File: src/rtl/stopwatch_pkg.sv
// Shared definitions for the stopwatch controller: state codes, BCD
// geometry and the BCD counter helpers.
package stopwatch_pkg;

    localparam int DIGIT_W    = 4;
    localparam int NUM_DIGITS = 4;

    typedef enum logic [1:0] {
        ST_IDLE  = 2'd0,
        ST_RUN   = 2'd1,
        ST_PAUSE = 2'd2,
        ST_HOLD  = 2'd3
    } sw_state_t;

    typedef logic [NUM_DIGITS-1:0][DIGIT_W-1:0] bcd_count_t;

    // Ripple a +1 through the BCD digits; 9999 rolls over to 0000.
    function automatic bcd_count_t bcd_inc(input bcd_count_t c);
        bcd_count_t r;
        logic       carry;
        r     = c;
        carry = 1'b1;
        for (int i = 0; i < NUM_DIGITS; i++) begin
            if (carry) begin
                if (c[i] == 4'd9) begin
                    r[i] = 4'd0;
                end else begin
                    r[i]  = c[i] + 4'd1;
                    carry = 1'b0;
                end
            end
        end
        return r;
    endfunction

    // True when every digit is 9, i.e. the next increment overflows.
    function automatic logic bcd_is_max(input bcd_count_t c);
        logic m;
        m = 1'b1;
        for (int i = 0; i < NUM_DIGITS; i++) begin
            if (c[i] != 4'd9) m = 1'b0;
        end
        return m;
    endfunction

endpackage

File: src/rtl/stopwatch_ctrl_btn_debounce.sv
// Button conditioning: 2-flop synchronizer, strobe-sampled debounce
// filter and a one-cycle event on each accepted press.
module btn_debounce #(
    parameter int DEB_SAMPLES = 3
) (
    input  logic clk,
    input  logic rst_n,
    input  logic strobe,
    input  logic btn_raw,
    output logic press
);

    localparam logic [3:0] LAST_SAMPLE = 4'(DEB_SAMPLES - 1);

    logic       sync1;
    logic       sync2;
    logic       level;
    logic [3:0] run_cnt;

    // Bring the asynchronous button into the clk domain.
    // NOTE: sequential state uses non-blocking assignments so every flop
    // samples the pre-edge value of its neighbours, as the hardware does.
    always_ff @(posedge clk or negedge rst_n) begin
        if (!rst_n) begin
            sync1 <= 1'b0;
            sync2 <= 1'b0;
        end else begin
            sync1 <= btn_raw;
            sync2 <= sync1;
        end
    end

    // Count consecutive strobe samples that disagree with the accepted
    // level; flip the level once enough agree, flagging a rising flip.
    always_ff @(posedge clk or negedge rst_n) begin
        if (!rst_n) begin
            level   <= 1'b0;
            run_cnt <= 4'd0;
            press   <= 1'b0;
        end else begin
            press <= 1'b0;
            if (strobe) begin
                if (sync2 != level) begin
                    if (run_cnt == LAST_SAMPLE) begin
                        level   <= sync2;
                        run_cnt <= 4'd0;
                        press   <= sync2;
                    end else begin
                        run_cnt <= run_cnt + 4'd1;
                    end
                end else begin
                    run_cnt <= 4'd0;
                end
            end
        end
    end

endmodule

File: src/rtl/stopwatch_ctrl.sv
// Stopwatch controller: start/stop and clear buttons drive a four-state
// FSM that gates a 4-digit BCD seconds counter; one digit at a time is
// presented to a scanned display with leading-zero blanking.
module stopwatch_ctrl
    import stopwatch_pkg::*;
#(
    parameter int DEB_SAMPLES = 3,
    parameter bit WRAP_EN     = 1'b1
) (
    input  logic       clk,
    input  logic       rst_n,
    input  logic       pulse_1s,
    input  logic       pulse_fltr,
    input  logic       btn_ss,
    input  logic       btn_clr,
    input  logic [1:0] dig_sel,
    output logic [3:0] dig_val,
    output logic       dig_blank,
    output logic       running,
    output logic       ovf,
    output logic [1:0] state
);

    logic       ss_evt;
    logic       clr_evt;
    sw_state_t  state_q;
    bcd_count_t count;
    logic       count_max;
    logic [3:0] digit_zero;
    logic [3:0] lead_zero;

    btn_debounce #(.DEB_SAMPLES(DEB_SAMPLES)) u_ss (
        .clk    (clk),
        .rst_n  (rst_n),
        .strobe (pulse_fltr),
        .btn_raw(btn_ss),
        .press  (ss_evt)
    );

    btn_debounce #(.DEB_SAMPLES(DEB_SAMPLES)) u_clr (
        .clk    (clk),
        .rst_n  (rst_n),
        .strobe (pulse_fltr),
        .btn_raw(btn_clr),
        .press  (clr_evt)
    );

    assign count_max = bcd_is_max(count);
    assign state     = state_q;

    // Control FSM together with the counter and overflow flag it owns;
    // the tick is judged against the pre-transition state.
    always_ff @(posedge clk or negedge rst_n) begin
        if (!rst_n) begin
            state_q <= ST_IDLE;
            running <= 1'b0;
            ovf     <= 1'b0;
            count   <= '0;
        end else begin
            case (state_q)
                ST_IDLE: begin
                    if (ss_evt) begin
                        state_q <= ST_RUN;
                        running <= 1'b1;
                    end
                end
                ST_RUN: begin
                    if (pulse_1s && count_max && !WRAP_EN) begin
                        // Saturated: freeze at 9999 and park in HOLD.
                        state_q <= ST_HOLD;
                        running <= 1'b0;
                    end else begin
                        if (pulse_1s) begin
                            count <= bcd_inc(count);
                            if (count_max) ovf <= 1'b1;
                        end
                        if (ss_evt) begin
                            state_q <= ST_PAUSE;
                            running <= 1'b0;
                        end
                    end
                end
                ST_PAUSE: begin
                    if (clr_evt) begin
                        state_q <= ST_IDLE;
                        count   <= '0;
                        ovf     <= 1'b0;
                    end else if (ss_evt) begin
                        state_q <= ST_RUN;
                        running <= 1'b1;
                    end
                end
                ST_HOLD: begin
                    if (clr_evt) begin
                        state_q <= ST_IDLE;
                        count   <= '0;
                        ovf     <= 1'b0;
                    end
                end
                default: begin
                    state_q <= ST_IDLE;
                    running <= 1'b0;
                end
            endcase
        end
    end

    // Per-digit zero flags and the leading-zero mask derived from them.
    // NOTE: every output of this combinational block is assigned on every
    // pass, so no latch is inferred.
    always_comb begin
        digit_zero = '0;
        for (int i = 0; i < NUM_DIGITS; i++) begin
            digit_zero[i] = (count[i] == 4'd0);
        end
        lead_zero[3] = digit_zero[3];
        lead_zero[2] = digit_zero[3] & digit_zero[2];
        lead_zero[1] = digit_zero[3] & digit_zero[2] & digit_zero[1];
        lead_zero[0] = 1'b0;
    end

    // Register the scanned digit and its blanking flag (one cycle latency).
    always_ff @(posedge clk or negedge rst_n) begin
        if (!rst_n) begin
            dig_val   <= 4'd0;
            dig_blank <= 1'b0;
        end else begin
            dig_val   <= count[dig_sel];
            dig_blank <= lead_zero[dig_sel];
        end
    end

endmodule

File: config.mk
export PLATFORM = sky130hd
export DESIGN_NAME = stopwatch_ctrl
export DESIGN_NICKNAME = d
export VERILOG_FILES = /design/src/rtl/stopwatch_pkg.sv /design/src/rtl/stopwatch_ctrl_btn_debounce.sv /design/src/rtl/stopwatch_ctrl.sv
export SDC_FILE = /design/constraint.sdc
export NUM_CORES = 1
export LEC_CHECK = 0
export BUFFER_PORTS_ARGS = -buffer_cell sky130_fd_sc_hd__buf_2
export CORE_MARGIN = 2
export CORE_UTILIZATION = 63
export CTS_BUF_LIST = sky130_fd_sc_hd__clkbuf_4 sky130_fd_sc_hd__clkbuf_8 sky130_fd_sc_hd__clkbuf_16
export CTS_CLUSTER_DIAMETER = 100
export DETAILED_ROUTE_END_ITERATION = 6
export HOLD_SLACK_MARGIN = 0.08
export PLACE_DENSITY = 0.83
export SLEW_MARGIN = 10
export SYNTH_ARGS = -nofsm -noshare
export SYNTH_HDL_FRONTEND = slang
export SYNTH_HIERARCHICAL = 1
export SYNTH_SLANG_ARGS = --single-unit
File: constraint.sdc
create_clock -name clk -period 2.8 [get_ports clk]
set_input_delay 0.14 -clock clk [delete_from_list [all_inputs] [get_ports clk]]
set_output_delay 0.14 -clock clk [all_outputs]
set_load 0.005 [all_outputs]
## After elaboration in Yosys (flattened, before gate mapping)

Cells that the tools add are included.

- Flip-flop bits (word level): 41
- Bits in latches: 0
- Bits in writable memories: 0
- Bits in read-only memories: 0
- Output and inout port bits: 9
- Word-level logic and storage cells: 120
- Memories kept: 0

- $add $sub $neg: 6
- Multiply operators: 0
- Divide/modulo/power cells: 0
- Order comparisons: 1
- Eq/ne operators: 24
- Shift-type cells: 0
- Mux-type cells: 52
- Bitwise logic cells: 2
- Reduce and logical (&&, ||, !) cells: 16

Operators by type and width:

| kind | count |
|---|---|
| two-way mux 4 bit | 12 |
| two-way mux 16 bit | 2 |
| case mux 16 bit (2 select lines) | 1 |
| two-way mux 1 bit | 28 |
| adder 4 x 1 -> 4 bit (second input constant) | 6 |
| equality test 4 bit (second input constant) | 4 |
| != test 4 bit (second input constant) | 4 |
| AND reduction 4 bit | 4 |
| zero test 4 bit | 3 |
| != test 2 bit (second input constant) | 6 |
| AND reduction 3 bit | 4 |
| binary-select mux 4 bit (select 2 bit) | 1 |
| equality test 4 x 2 -> 1 bit (second input constant) | 2 |
| two-way mux 2 bit | 4 |
| case mux 2 bit (4 select lines) | 1 |
| != test 2 x 1 -> 1 bit (second input constant) | 3 |
| equality test 2 bit (second input constant) | 2 |
| < comparator 2 x 3 -> 1 bit (second input constant) | 1 |
| case mux 1 bit (3 select lines) | 1 |
| nonzero test 3 bit | 1 |
| bitwise AND 1 bit | 2 |
| binary-select mux 1 bit (select 2 bit) | 1 |
| equality test 2 x 1 -> 1 bit (second input constant) | 1 |
| zero test 2 bit | 1 |
| 5 further kinds | 6 |

## Longest topological paths before layout

- Depth after elaboration: 13
- Depth in mapped cells: 7
- Gate-level depth less buffers: 6

## Hierarchy

The synthesis kept the hierarchy.

By module, submodules not included:

| module | instances | cells an instance | area each (µm²) | sequential area each (µm²) |
|---|---|---|---|---|
| stopwatch_ctrl | 1 | 135 | 1,385.1 | 625.6 |
| btn_debounce | 2 | 31 | 359.1 | 200.2 |

## Least setup slack after synthesis

OpenSTA, ideal clock, no wires.

- Path type: register to register
- Start: register state_q[1], in the netlist state[1]
- End: register count[11] (netlist bit)
- Data arrival time: 1.768 ns
- Setup slack: 0.955 ns
- Cell stages (with the launch flop): 7
- Buffers on the path: 2
- Clock period less this slack: 1.845 ns
- Cells stage by stage: dfrtp_1 -> buf_2 -> nand3b_4 -> a222oi_1 -> buf_4 -> nand3_1 -> a21oi_1

- Cells in the longest elaborated chain, start to end: 4
- Elaborated cells on any way between the ends: 10

Ends and longest elaborated chain:

| element | RTL line | text |
|---|---|---|
| from (decl) | stopwatch_ctrl.sv:26 | `sw_state_t state_q;` |
| from (signal assigned) | stopwatch_ctrl.sv:55 | `state_q <= ST_IDLE;` |
| from (signal assigned) | stopwatch_ctrl.sv:63 | `state_q <= ST_RUN;` |
| from (signal assigned) | stopwatch_ctrl.sv:70 | `state_q <= ST_HOLD;` |
| equality test 2 bit | stopwatch_ctrl.sv:60 | `case (state_q)` |
| OR reduction 2 bit (no source line) | n/a |  |
| != test 2 x 1 -> 1 bit (no source line) / nonzero test 2 bit (equally long branches) | n/a |  |
| AND reduction 4 bit (no source line) | n/a |  |
| to (signal assigned) | stopwatch_ctrl.sv:74 | `count <= bcd_inc(count);` |
| to (decl) | stopwatch_ctrl.sv:27 | `bcd_count_t count;` |

Several ways; a longest one is shown, not always the timed one.
A chain may end at the register's enable or synchronous reset.

## Final worst setup path

- Start: register count[5] (netlist bit)
- End: register count[14] (netlist bit)

- Cells in the longest elaborated chain, start to end: 10

Ends and longest elaborated chain:

| element | RTL line | text |
|---|---|---|
| equality test 4 bit | stopwatch_pkg.sv:25 | `if (c[i] == 4'd9) begin` |
| two-way mux 1 bit | stopwatch_pkg.sv:25 |  |
| two-way mux 1 bit | stopwatch_pkg.sv:24 | `if (carry) begin` |
| two-way mux 1 bit | stopwatch_ctrl.sv:73 | `if (pulse_1s) begin` |
| two-way mux 1 bit | stopwatch_ctrl.sv:60 |  |
| two-way mux 1 bit | stopwatch_pkg.sv:24 |  |
| two-way mux 1 bit | stopwatch_ctrl.sv:73 |  |
| two-way mux 1 bit | stopwatch_ctrl.sv:60 |  |
| != test 2 bit (no source line) | n/a |  |
| AND reduction 4 bit (no source line) | n/a |  |

No other way between the ends. The select of a mux whose other input is x is not followed.

==> out/summary.txt <==
CLOCK TREE
--------------------------------------------------------------------------------------------------
Clock latency at the later pin of the worst-skew pair                                      0.34 ns
Htree depth                                                                                      2
Number of buffers created by CTS                                                                 5
Number of setup buffers added after CTS                                                          0
CTS root buf                                                                              clkbuf_4
Clock transition time at the flip-flop clock pins of the worst setup and hold paths        0.11 ns
Worst-case clock buffer depth                                                                    2
Number of sinks driven by the clock tree                                                        41
TritonCTS clock tree                                                                         built

TIMING
--------------------------------------------------------------------------------------------------
Worst Setup Slack, final                                                                  0.881 ns
RSZ-0062 raised after global routing                                                            no
Max Clock Freq                                                                           0.521 GHz
Transition time at the pin with the least slew margin                                     0.858 ns
Max-slew violation count                                                                         0
Tcrit/Tclk final                                                                             0.685
Post-route minimum period                                                                  1.92 ns
Final clock skew                                                                        0.00646 ns
Post-route worst hold slack                                                               0.158 ns
Aggregate negative setup slack                                                                0 ns
Count of final hold-check violations                                                             0
Max-slew headroom                                                                            0.428
Setup violations, final                                                                          0

SYNTHESIS
--------------------------------------------------------------------------------------------------
Mean instance size in the synthesized netlist                                             10.7 um2
Post-synth top cells                                                                  41 x dfrtp_1, 23 x inv_1, 15 x ha_1
Cells taking the most area after synthesis                                            dfrtp_1 49%, ha_1 8.9%, mux4_2 4.3%
Fraction of synthesized cell area taken by the top area cell type                            0.488
Proportion of synthesized flip-flops having asynchronous set or reset                         1.00
Dominant cell by count in the synthesized netlist                                          dfrtp_1
Cell type with the highest aggregate area in the netlist                                   dfrtp_1
Synthesized flop and latch total                                                                41
Synth warn                                                                                       6
Combined area of all synthesized cells                                                    2100 um2
Most frequently used flop master after synthesis                                           dfrtp_1
Nets in the synthesized netlist                                                                220
Sequential element share of the synthesized area                                             0.488
Number of instances in the synthesized netlist                                                 197
Number of distinct library cells after synthesis                                                39
Number of enable flip-flop cells after synthesis                                                 0

FINAL LAYOUT
--------------------------------------------------------------------------------------------------
Antenna cell count                                                                               0
Area used by sequential logic in the layout                                               1030 um2
Post-route cell area                                                                      2320 um2
Multi-input logic area                                                                     975 um2
Ratio of cells with drive above 1 in the final layout                                        0.158
Net total in the final layout                                                                  244
Filler cell count in the final layout                                                          219
Area growth syn-to-layout                                                                    10.3%

RUN
--------------------------------------------------------------------------------------------------
Max-cap violations                                                                               0

ROUTE
--------------------------------------------------------------------------------------------------
Number of remaining DRC errors                                                                   0
Average routed wire per standard cell                                                      14.9 um
Violation count after the first detailed-route iteration                                       109
Final wirelength                                                                           3970 um
Number of nets still failing antenna checks after routing                                        0
Total via count in the routed design                                                          1564
Pre-antenna DRT Iters                                                                            4
DR vias/cell                                                                                  5.88

SETUP PATH
--------------------------------------------------------------------------------------------------
Number of cell instances on the worst register-to-register path                                  7
Required time at the worst-slack endpoint                                                  3.09 ns
Kind of end point of the critical path                                                   flip-flop
R2R Path End                                                                             count[14]
Worst-path fanout max                                                                           16
Launching instance or port of the critical path                                           count[5]
R2R Path Start                                                                            count[5]
Category of the critical setup timing path                                            flip-flop to flip-flop
CP Launch Type                                                                           flip-flop
Capture point of the worst path                                                          count[14]
CP arrival                                                                                 2.21 ns
Register-to-register path setup slack                                                      0.88 ns

GLOBAL ROUTING
--------------------------------------------------------------------------------------------------
Overall routing resource usage                                                               0.243
Via count of the first global-routing pass                                                    1462
Number of antenna violations at the first check in global routing                                0
Leftover overflow at the end of global routing                                                   0
Maximum number of pins on one net before global-route repair                                    42
Global-route wire length before repair                                                     6700 um

PLACED DESIGN
--------------------------------------------------------------------------------------------------
Routability Congestion                                                                       0.946
Worst setup timing slack at the placement stage                                           0.915 ns
DP Wirelength                                                                              2910 um
Count of buffers inserted at the top-level ports                                                16
Cell area reported after detailed placement                                               2230 um2

POWER
--------------------------------------------------------------------------------------------------
Overall power of the completed layout                                                      2100 uW
Power density over the cells                                                            904 nW/um2
Worst supply voltage drop on vdd                                                          0.568 mV
Static power due to leakage                                                             0.00111 uW

OUTCOME
--------------------------------------------------------------------------------------------------
Run status                                                                            finished, final reports clean

FLOORPLANNING
--------------------------------------------------------------------------------------------------
Starting density of the core                                                                 0.678
Die ar.                                                                                   3820 um2
Core area                                                                                 3100 um2
Die X-Extent                                                                               61.8 um
IO Pins                                                                                         17
Number of cell rows                                                                             20
Vert. Die Dim                                                                              61.8 um

HOLD PATH
--------------------------------------------------------------------------------------------------
Worst min-delay path category                                                         input pin to flip-flop
Startpoint of the tightest hold check path                                              pulse_fltr

critical path, cell delays in order (launching register included):
cell and delay (ns):
dfrtp_1 0.45, inv_1 0.10, ha_1 0.15, nand3b_1 0.15, a222oi_1 0.29, buf_4 0.27
and2_1 0.25, a41o_1 0.20
registers in the layout, indices dropped and copies added, names as in the netlist:
register	count
count	16
dig_val	4
u_clr/run_cnt	4
u_ss/run_cnt	4
state	2
dig_blank	1
ovf	1
running	1
u_clr/level	1
u_clr/press	1
u_clr/sync1	1
u_clr/sync2	1
u_ss/level	1
u_ss/press	1
u_ss/sync1	1
u_ss/sync2	1
routing by layer:
metal / global-route usage / vias up / part of all wire / routed length, um
li1: - / 751 / - / -
met1: 0.348 / 756 / 0.46 / 1820
met5: 0 / - / 0 / 0
met4: 0.0942 / 0 / 0.017 / 68
met3: 0.0725 / 10 / 0.054 / 214
met2: 0.350 / 47 / 0.47 / 1860
cells by family (layout without fill, tap and decap cells):
group | count (synthesis) | in the layout | synth area share
buffers and inverters | 26 | 51 | 0.0488
xor gates and xnor gates | 3 | 3 | 0.0196
DFF | 41 | 41 | 0.488
muxes | 10 | 10 | 0.0726
adders and majority gates | 15 | 15 | 0.0892
and+or+nand+nor | 55 | 55 | 0.138
AOI/OAI and AO/OA | 47 | 47 | 0.144
per-stage QoR:
step | instances | util
final | 266 | 0.748
after global routing | 266 | 0.748
after CTS | 266 | 0.748
after detailed placement | 255 | 0.719
after global placement | 255 | 0.719
after floorplan | 197 | -
layout by cell type (no fill, tap or decap), types with 3 or more instances in the layout:
cell type / n
dlygate4sd3_1: 3
o21ai_0: 14
dfrtp_1: 41
a21o_1: 3
o31ai_1: 3
buf_2: 16
ha_1: 15
mux2i_1: 4
nand3_1: 14
a31oi_1: 7
a21oi_1: 5
nor3_1: 3
clkbuf_4: 8
mux4_2: 4
nor2_1: 7
nor3b_1: 3
o22ai_1: 4
nand2_1: 14
nor2b_1: 3
inv_1: 23
power breakdown:
part | switching (uW) | internal, uW | total (uW)
clock | 182 | 129 | 311
combinational | 411 | 356 | 767
sequential | 232 | 788 | 1020
layout make-up:
cell class | instances | share of cell area
clock buffer | 8 | 0.0259
inverter | 23 | 0.0372
multi-input combinational | 130 | 0.420
sequential | 41 | 0.442
tap | 44 | 0.0237
timing repair buffer | 20 | 0.0507
timing repair:
item	CTS	global route
resized for setup	0	0
endpoints found under the setup margin	0	0
hold buffers	3	0
hold endpoints to repair	43	0
how the worst min path moves through the flow:
stage                       end  slack, ns  depth (start not counted)
4_1_cts         u_ss/run_cnt[3]       0.15                          3
6_report       u_clr/run_cnt[3]       0.16                          3
3_5_place_dp         u_ss/sync1       0.25                          1
5_1_grt         u_ss/run_cnt[3]       0.15                          3
3_3_place_gp         u_ss/sync1       0.25                          1
2_1_floorplan          count[0]      -0.16                          0
Power figures use the tool's default switching activity.
